## src/rtl/data_mem_pkg.sv

```systemverilog
// Shared types and constants for the data memory / MMIO block.
package data_mem_pkg;

  typedef enum logic [1:0] {
    SZ_BYTE = 2'd0,
    SZ_HALF = 2'd1,
    SZ_WORD = 2'd2
  } size_e;

  typedef enum logic [1:0] {
    IDLE = 2'd0,
    WAIT = 2'd1,
    RESP = 2'd2
  } state_e;

  localparam int MMIO_STRIDE = 4;

endpackage

```

## src/rtl/mem_lane_align.sv

```systemverilog
// Combinational byte-lane steering: store byte enables/replication and
// load extraction with sign or zero extension. Holds no state.
module mem_lane_align
  import data_mem_pkg::*;
#(
  parameter int DATA_W = 32
) (
  input  logic [1:0]        size,
  input  logic [1:0]        lane,
  input  logic              zext,
  input  logic [31:0]       st_data,
  input  logic [31:0]       ld_word,
  output logic [3:0]        st_be,
  output logic [31:0]       st_word,
  output logic [DATA_W-1:0] ld_data,
  output logic              align_err
);

  logic [7:0]  byte_s;
  logic [15:0] half_s;

  // Lane steering, byte enables and load extension for one access
  always_comb begin
    st_be     = 4'b0000;
    st_word   = 32'd0;
    ld_data   = {DATA_W{1'b0}};
    align_err = 1'b0;
    byte_s    = ld_word[{lane, 3'b000} +: 8];
    half_s    = ld_word[{lane[1], 4'b0000} +: 16];
    case (size)
      SZ_BYTE: begin
        st_be   = 4'b0001 << lane;
        st_word = {4{st_data[7:0]}};
        if (zext) begin
          ld_data = DATA_W'(byte_s);
        end else begin
          ld_data = {{(DATA_W-8){byte_s[7]}}, byte_s};
        end
      end
      SZ_HALF: begin
        st_be     = lane[1] ? 4'b1100 : 4'b0011;
        st_word   = {2{st_data[15:0]}};
        align_err = lane[0];
        if (zext) begin
          ld_data = DATA_W'(half_s);
        end else begin
          ld_data = {{(DATA_W-16){half_s[15]}}, half_s};
        end
      end
      SZ_WORD: begin
        st_be     = 4'b1111;
        st_word   = st_data;
        ld_data   = DATA_W'(ld_word);
        align_err = (lane != 2'b00);
      end
      default: begin
        align_err = 1'b1;
      end
    endcase
  end

endmodule

```

## src/rtl/data_mem_mmio.sv

```systemverilog
// Byte-addressed data RAM with a small MMIO window of read-only input words
// and registered output words, behind a single-outstanding request/response port.
module data_mem_mmio
  import data_mem_pkg::*;
#(
  parameter int DATA_W  = 32,
  parameter int ADDR_W  = 10,
  parameter int IO_BASE = 64,
  parameter int N_IN    = 2,
  parameter int N_OUT   = 2,
  parameter int LATENCY = 1
) (
  input  logic                    clock,
  input  logic                    reset,
  input  logic                    ReqValid,
  output logic                    ReqReady,
  input  logic                    ReqWrite,
  input  logic [1:0]              ReqSize,
  input  logic                    ReqUnsigned,
  input  logic [ADDR_W-1:0]       ReqAddr,
  input  logic [DATA_W-1:0]       ReqData,
  output logic                    RspValid,
  output logic [DATA_W-1:0]       RspData,
  output logic                    RspError,
  input  logic [N_IN*DATA_W-1:0]  InpWord,
  output logic [N_OUT*DATA_W-1:0] OutWord
);

  localparam int              RAM_WORDS = IO_BASE / MMIO_STRIDE;
  localparam int              WA_W      = ADDR_W - 2;
  localparam logic [WA_W-1:0] IO_WORD   = WA_W'(RAM_WORDS);
  localparam logic [WA_W-1:0] N_IN_W    = WA_W'(N_IN);
  localparam logic [WA_W-1:0] N_MMIO_W  = WA_W'(N_IN + N_OUT);
  localparam logic [1:0]      WAIT_LAST = 2'((LATENCY > 1) ? (LATENCY - 2) : 0);

  state_e            state_r, state_nx_s;
  logic [1:0]        cnt_r, cnt_nx_s;
  logic              ready_r, rsp_valid_r, rsp_err_r;
  logic [DATA_W-1:0] rsp_data_r;
  logic [31:0]       ram_r [RAM_WORDS];
  logic [31:0]       out_r [N_OUT];

  logic [WA_W-1:0]   word_addr_s, mmio_off_s;
  logic              ram_hit_s, inp_hit_s, out_hit_s;
  logic              align_err_s, req_err_s, accept_s, store_ok_s;
  logic [31:0]       rd_word_s, st_word_s, be_mask_s, merged_s;
  logic [3:0]        st_be_s;
  logic [DATA_W-1:0] ld_data_s;

  assign word_addr_s = ReqAddr[ADDR_W-1:2];
  assign mmio_off_s  = word_addr_s - IO_WORD;
  assign ram_hit_s   = (word_addr_s < IO_WORD);
  assign inp_hit_s   = !ram_hit_s && (mmio_off_s < N_IN_W);
  assign out_hit_s   = !ram_hit_s && !inp_hit_s && (mmio_off_s < N_MMIO_W);

  // Select the addressed storage word; also the merge base for partial stores
  always_comb begin
    rd_word_s = 32'd0;
    for (int i = 0; i < RAM_WORDS; i++) begin
      rd_word_s = (ram_hit_s && (word_addr_s == WA_W'(i))) ? ram_r[i] : rd_word_s;
    end
    for (int i = 0; i < N_IN; i++) begin
      rd_word_s = (inp_hit_s && (mmio_off_s == WA_W'(i))) ? InpWord[i*DATA_W +: 32] : rd_word_s;
    end
    for (int j = 0; j < N_OUT; j++) begin
      rd_word_s = (out_hit_s && (mmio_off_s == WA_W'(N_IN + j))) ? out_r[j] : rd_word_s;
    end
  end

  mem_lane_align #(.DATA_W(DATA_W)) u_align (
    .size      (ReqSize),
    .lane      (ReqAddr[1:0]),
    .zext      (ReqUnsigned),
    .st_data   (ReqData[31:0]),
    .ld_word   (rd_word_s),
    .st_be     (st_be_s),
    .st_word   (st_word_s),
    .ld_data   (ld_data_s),
    .align_err (align_err_s)
  );

  assign be_mask_s  = {{8{st_be_s[3]}}, {8{st_be_s[2]}}, {8{st_be_s[1]}}, {8{st_be_s[0]}}};
  assign merged_s   = (rd_word_s & ~be_mask_s) | (st_word_s & be_mask_s);
  assign req_err_s  = align_err_s || !(ram_hit_s || inp_hit_s || out_hit_s) || (ReqWrite && inp_hit_s);
  assign accept_s   = ReqValid && ready_r;
  assign store_ok_s = accept_s && ReqWrite && !req_err_s;

  // Next-state and wait-counter logic
  always_comb begin
    state_nx_s = state_r;
    cnt_nx_s   = cnt_r;
    case (state_r)
      IDLE: begin
        cnt_nx_s = 2'd0;
        if (!accept_s) begin
          state_nx_s = IDLE;
        end else if (LATENCY == 1) begin
          state_nx_s = RESP;
        end else begin
          state_nx_s = WAIT;
        end
      end
      WAIT: begin
        if (cnt_r == WAIT_LAST) begin
          state_nx_s = RESP;
        end else begin
          cnt_nx_s = cnt_r + 2'd1;
        end
      end
      RESP:    state_nx_s = IDLE;
      default: state_nx_s = IDLE;
    endcase
  end

  // FSM state, counter and handshake strobes
  always_ff @(posedge clock or negedge reset) begin
    if (!reset) begin
      state_r     <= IDLE;
      cnt_r       <= 2'd0;
      ready_r     <= 1'b0;
      rsp_valid_r <= 1'b0;
    end else begin
      state_r     <= state_nx_s;
      cnt_r       <= cnt_nx_s;
      ready_r     <= (state_nx_s == IDLE);
      rsp_valid_r <= (state_nx_s == RESP);
    end
  end

  // Response payload is captured at accept and held until the next accept
  always_ff @(posedge clock or negedge reset) begin
    if (!reset) begin
      rsp_data_r <= {DATA_W{1'b0}};
      rsp_err_r  <= 1'b0;
    end else if (accept_s) begin
      rsp_err_r  <= req_err_s;
      rsp_data_r <= (req_err_s || ReqWrite) ? {DATA_W{1'b0}} : ld_data_s;
    end
  end

  // RAM and output-word storage, written on the accept edge of a clean store
  always_ff @(posedge clock or negedge reset) begin
    if (!reset) begin
      for (int i = 0; i < RAM_WORDS; i++) ram_r[i] <= 32'd0;
      for (int j = 0; j < N_OUT; j++) out_r[j] <= 32'd0;
    end else if (store_ok_s) begin
      for (int i = 0; i < RAM_WORDS; i++) begin
        if (ram_hit_s && (word_addr_s == WA_W'(i))) ram_r[i] <= merged_s;
      end
      for (int j = 0; j < N_OUT; j++) begin
        if (out_hit_s && (mmio_off_s == WA_W'(N_IN + j))) out_r[j] <= merged_s;
      end
    end
  end

  assign ReqReady = ready_r;
  assign RspValid = rsp_valid_r;
  assign RspData  = rsp_data_r;
  assign RspError = rsp_err_r;

  for (genvar j = 0; j < N_OUT; j++) begin : g_out
    assign OutWord[j*DATA_W +: DATA_W] = DATA_W'(out_r[j]);
  end

endmodule
```

## config.mk

```make
export PLATFORM = sky130hd
export DESIGN_NAME = data_mem_mmio
export DESIGN_NICKNAME = d
export VERILOG_FILES = /design/src/rtl/data_mem_pkg.sv /design/src/rtl/mem_lane_align.sv /design/src/rtl/data_mem_mmio.sv
export SDC_FILE = /design/constraint.sdc
export NUM_CORES = 1
export LEC_CHECK = 0
export BUFFER_PORTS_ARGS = -buffer_cell sky130_fd_sc_hd__buf_2
export CAP_MARGIN = 20
export CELL_PAD_IN_SITES_DETAIL_PLACEMENT = 0
export CELL_PAD_IN_SITES_GLOBAL_PLACEMENT = 1
export CORE_MARGIN = 3
export CORE_UTILIZATION = 43
export DETAILED_ROUTE_END_ITERATION = 6
export PLACE_DENSITY_LB_ADDON = 0.1
export SLEW_MARGIN = 20
export SYNTH_ARGS = -nofsm -noshare
export SYNTH_HDL_FRONTEND = slang
export SYNTH_SLANG_ARGS = --single-unit
```

## constraint.sdc

```tcl
create_clock -name clock -period 2.3 [get_ports clock]
set_input_delay 0.46 -clock clock [delete_from_list [all_inputs] [get_ports clock]]
set_output_delay 0.46 -clock clock [all_outputs]
set_load 0.01 [all_outputs]
```

==> run summary <==
Avg Cell Area, Syn -> 9.35 um2
Final Power -> 26.4 mW
final setup vio count -> 599
full die area -> 71800 um2
WL final -> 148 mm
Max Root-Sink Buffers -> 3
hpwl dp -> 95.5 mm
fin crit period -> 2.72 ns
Ys Warns -> 0
Die Height -> 268 um
TritonRoute pass-1 iters -> 6
CTS Buf Count -> 73
placer's final routability congestion estimate -> 1.01
Yosys reg bits -> 615
nets -> 3996
Yosys top cell area share -> 0.522
GRT overflow -> 0
top-count cell post-synth -> nand2_1
worst min path class -> in -> async
DR iter-0 viols -> 3807
PD cells -> 601 nW/um2
crit share post-route -> 1.18
count of buffers from port buffering -> 211
Slew Limit Fails -> 0
Starting Density -> 0.437
Synth top cells by count -> nand2_1 (686), o21ai_0 (665), dfrtp_1 (615)
initial antenna violation count -> 3
violated checks -> negative setup slack
placed cell area -> 36000 um2
Global Route Usage Sum -> 0.375
fraction of registers with async set/reset -> 1.00
cell taking the most area after synthesis -> dfrtp_1
maximum vdd drop -> 0.565 mV
Worst slew margin -> 0.343
first-pass GRT wire length -> 195 mm
RSZ-0062 raised after global routing -> yes
main combinational cell family by area after synthesis -> compound AO/OA/AOI/OAI gates
die extent in x -> 268 um
worst-path fanout max -> 6
reg2reg start -> ram_r[423]
number of global-route vias before repair -> 27700
max-cap viol count -> 0
required time of the critical path -> 2.86 ns
clk_lat worst skew -> 0.64 ns
cells on worst reg2reg path -> 8
# clock sinks -> 615
R2R Path End -> RspData[27]
final instance area -> 43900 um2
kind of critical path -> in -> reg
CTS root buf -> clkbuf_16
Least-Margin Pin Slew -> 0.979 ns
leakage power total -> 20.1 nW
Multi-input gate area -> 16200 um2
# diodes -> 0
Filler cells -> 5374
DR vias/cell -> 6.38
skew final -> 0.0277 ns
Post-route DRC -> 0
Critical Path End Type -> register
Worst-path clk slew -> 0.06 ns
Top FF cell, synth -> dfrtp_1
crit path from -> ReqAddr[9]
H-tree depth -> 3
Area growth syn-to-layout -> 49.0%
status -> finished with violations
Routed WL per cell -> 30.8 um
final setup margin -> -0.415 ns
sequential area share after synthesis -> 0.522
Post-Synth XOR/XNOR Area -> 0
Synth Cell Area -> 29500 um2
CTS tree -> yes
crit path DAT -> 3.27 ns
routed vias -> 30700
post-synthesis mux area share -> 0.0760
synth top area cells -> dfrtp_1 (52%), o21ai_0 (11%), nand2_1 (8.7%)
synth unique cells -> 78
number of I/O pins -> 212
post-route ant nets -> 0
Synth Area in Compound Gates -> 0.218
Post-synth EDFFs -> 0
pin count of the biggest net entering global routing -> 129
Storage cell area -> 15400 um2
core area -> 67500 um2
syn_nets -> 3269
layout cells sized above 1 -> 0.422
setup tns final -> -139.56 ns
Gate Count Post-Synth -> 3155
Adder-Cell Fraction of Synth Area -> 0.000424
Rows -> 95
Setup crit end -> ram_r[120]
Hold Violations, Final -> 0
Post-Synth Simple-Gate Area -> 0.142
max frequency -> 0.368 GHz
startpoint types -> primary input
worst reg2reg setup slack -> -0.41 ns
## routing by layer
metal,GRT usage,wire length [um]
met1,0.543,60200
met2,0.549,62000
met3,0.0699,18300
met4,0.169,7520
met5,0,16
## where the power goes
part | switching [mW] | total, mW | internal (mW)
Combinational | 2.21 | 3.55 | 1.34
Clock | 5.07 | 12.0 | 6.93
Sequential | 0.00975 | 10.8 | 10.8
## flip-flops by register name (all words and copies together) (netlist names)
name      flops
OutWord      64
ReqReady      1
RspData      32
RspError      1
RspValid      1
cnt_r         2
ram_r       512
state_r       2
## layout make-up
type	instances	area share
tap	873	0.0249
timing repair buffer	907	0.198
multi-input combinational	2271	0.370
sequential	615	0.350
inverter	14	0.00125
clock inverter	31	0.00903
clock buffer	100	0.0469
## kinds of logic (layout without fill, tap and decap cells)
logic type / count (synthesis) / in the layout
adder cells (fa/ha/maj): 1 / 1
AND/OR/NAND/NOR: 996 / 996
multiplexers: 159 / 176
flip-flops: 615 / 615
AO/OA/AOI/OAI: 1093 / 1098
buffers and inverters: 291 / 1052
## stage by stage
step,hold slack (ns),util,std cells,setup slack [ns]
finish,0.281,0.651,4811,-0.415
global route,0.293,0.651,4811,-0.483
CTS,0.273,0.592,4669,-0.385
detailed placement,0.327,0.533,4483,-1.29
global placement,0.331,0.533,4483,-1.26
floorplan,0.164,-,3155,-0.737
## cells in the final DEF (no fill, tap or decap), types with 17 or more instances in the layout
master     synthesis  layout
clkbuf_16          0      98
o211ai_1          18      18
nor2_1           104      92
buf_12             0     109
dfrtp_1          615     615
a22oi_1           41      33
nand2_1          686     665
o21ai_1           25     147
mux2i_1           63      57
mux4_2            47      47
o22ai_1           37      28
o21ai_4            0      17
mux2_4             0      25
o21ai_2            0     266
buf_2             42     205
buf_4             15     454
buf_8              0      20
mux2_2            49      41
nand3_2            0      21
a22o_1            20      18
a21oi_1           88      67
o21ai_0          665     264
buf_6              3      87
nand3_1           69      40
## critical path, cell delays in order
cell       delay, ns
buf_8           0.10
or4_4           0.66
buf_6           0.18
nor2_4          0.16
buf_6           0.16
buf_16          0.14
a21oi_2         0.05
o211ai_1        0.49
a2bb2oi_4       0.18
buf_6           0.16
mux2_4          0.34
o21ai_1         0.17
## worst min path at each step
stage | startpoint | endpoint | slack [ns]
4_1_cts | reset | RspData[1] | 0.27
3_5_place_dp | reset | RspData[5] | 0.33
2_1_floorplan | reset | OutWord[0] | 0.16
6_report | reset | RspData[5] | 0.28
3_3_place_gp | reset | RspData[5] | 0.33
5_1_grt | reset | RspData[5] | 0.29
## timing repair
| item | CTS | global route |
|---|---|---|
| hold buffers | 1 | 0 |
| setup buffers | 37 | 110 |
| setup endpoints to repair | 608 | 608 |
| gates resized for setup | 312 | 756 |
| gates cloned | 17 | 45 |
| hold endpoints to repair | 17 | 0 |
| pin swaps | 86 | 276 |
No activity file was read; power rests on OpenSTA's default activity.
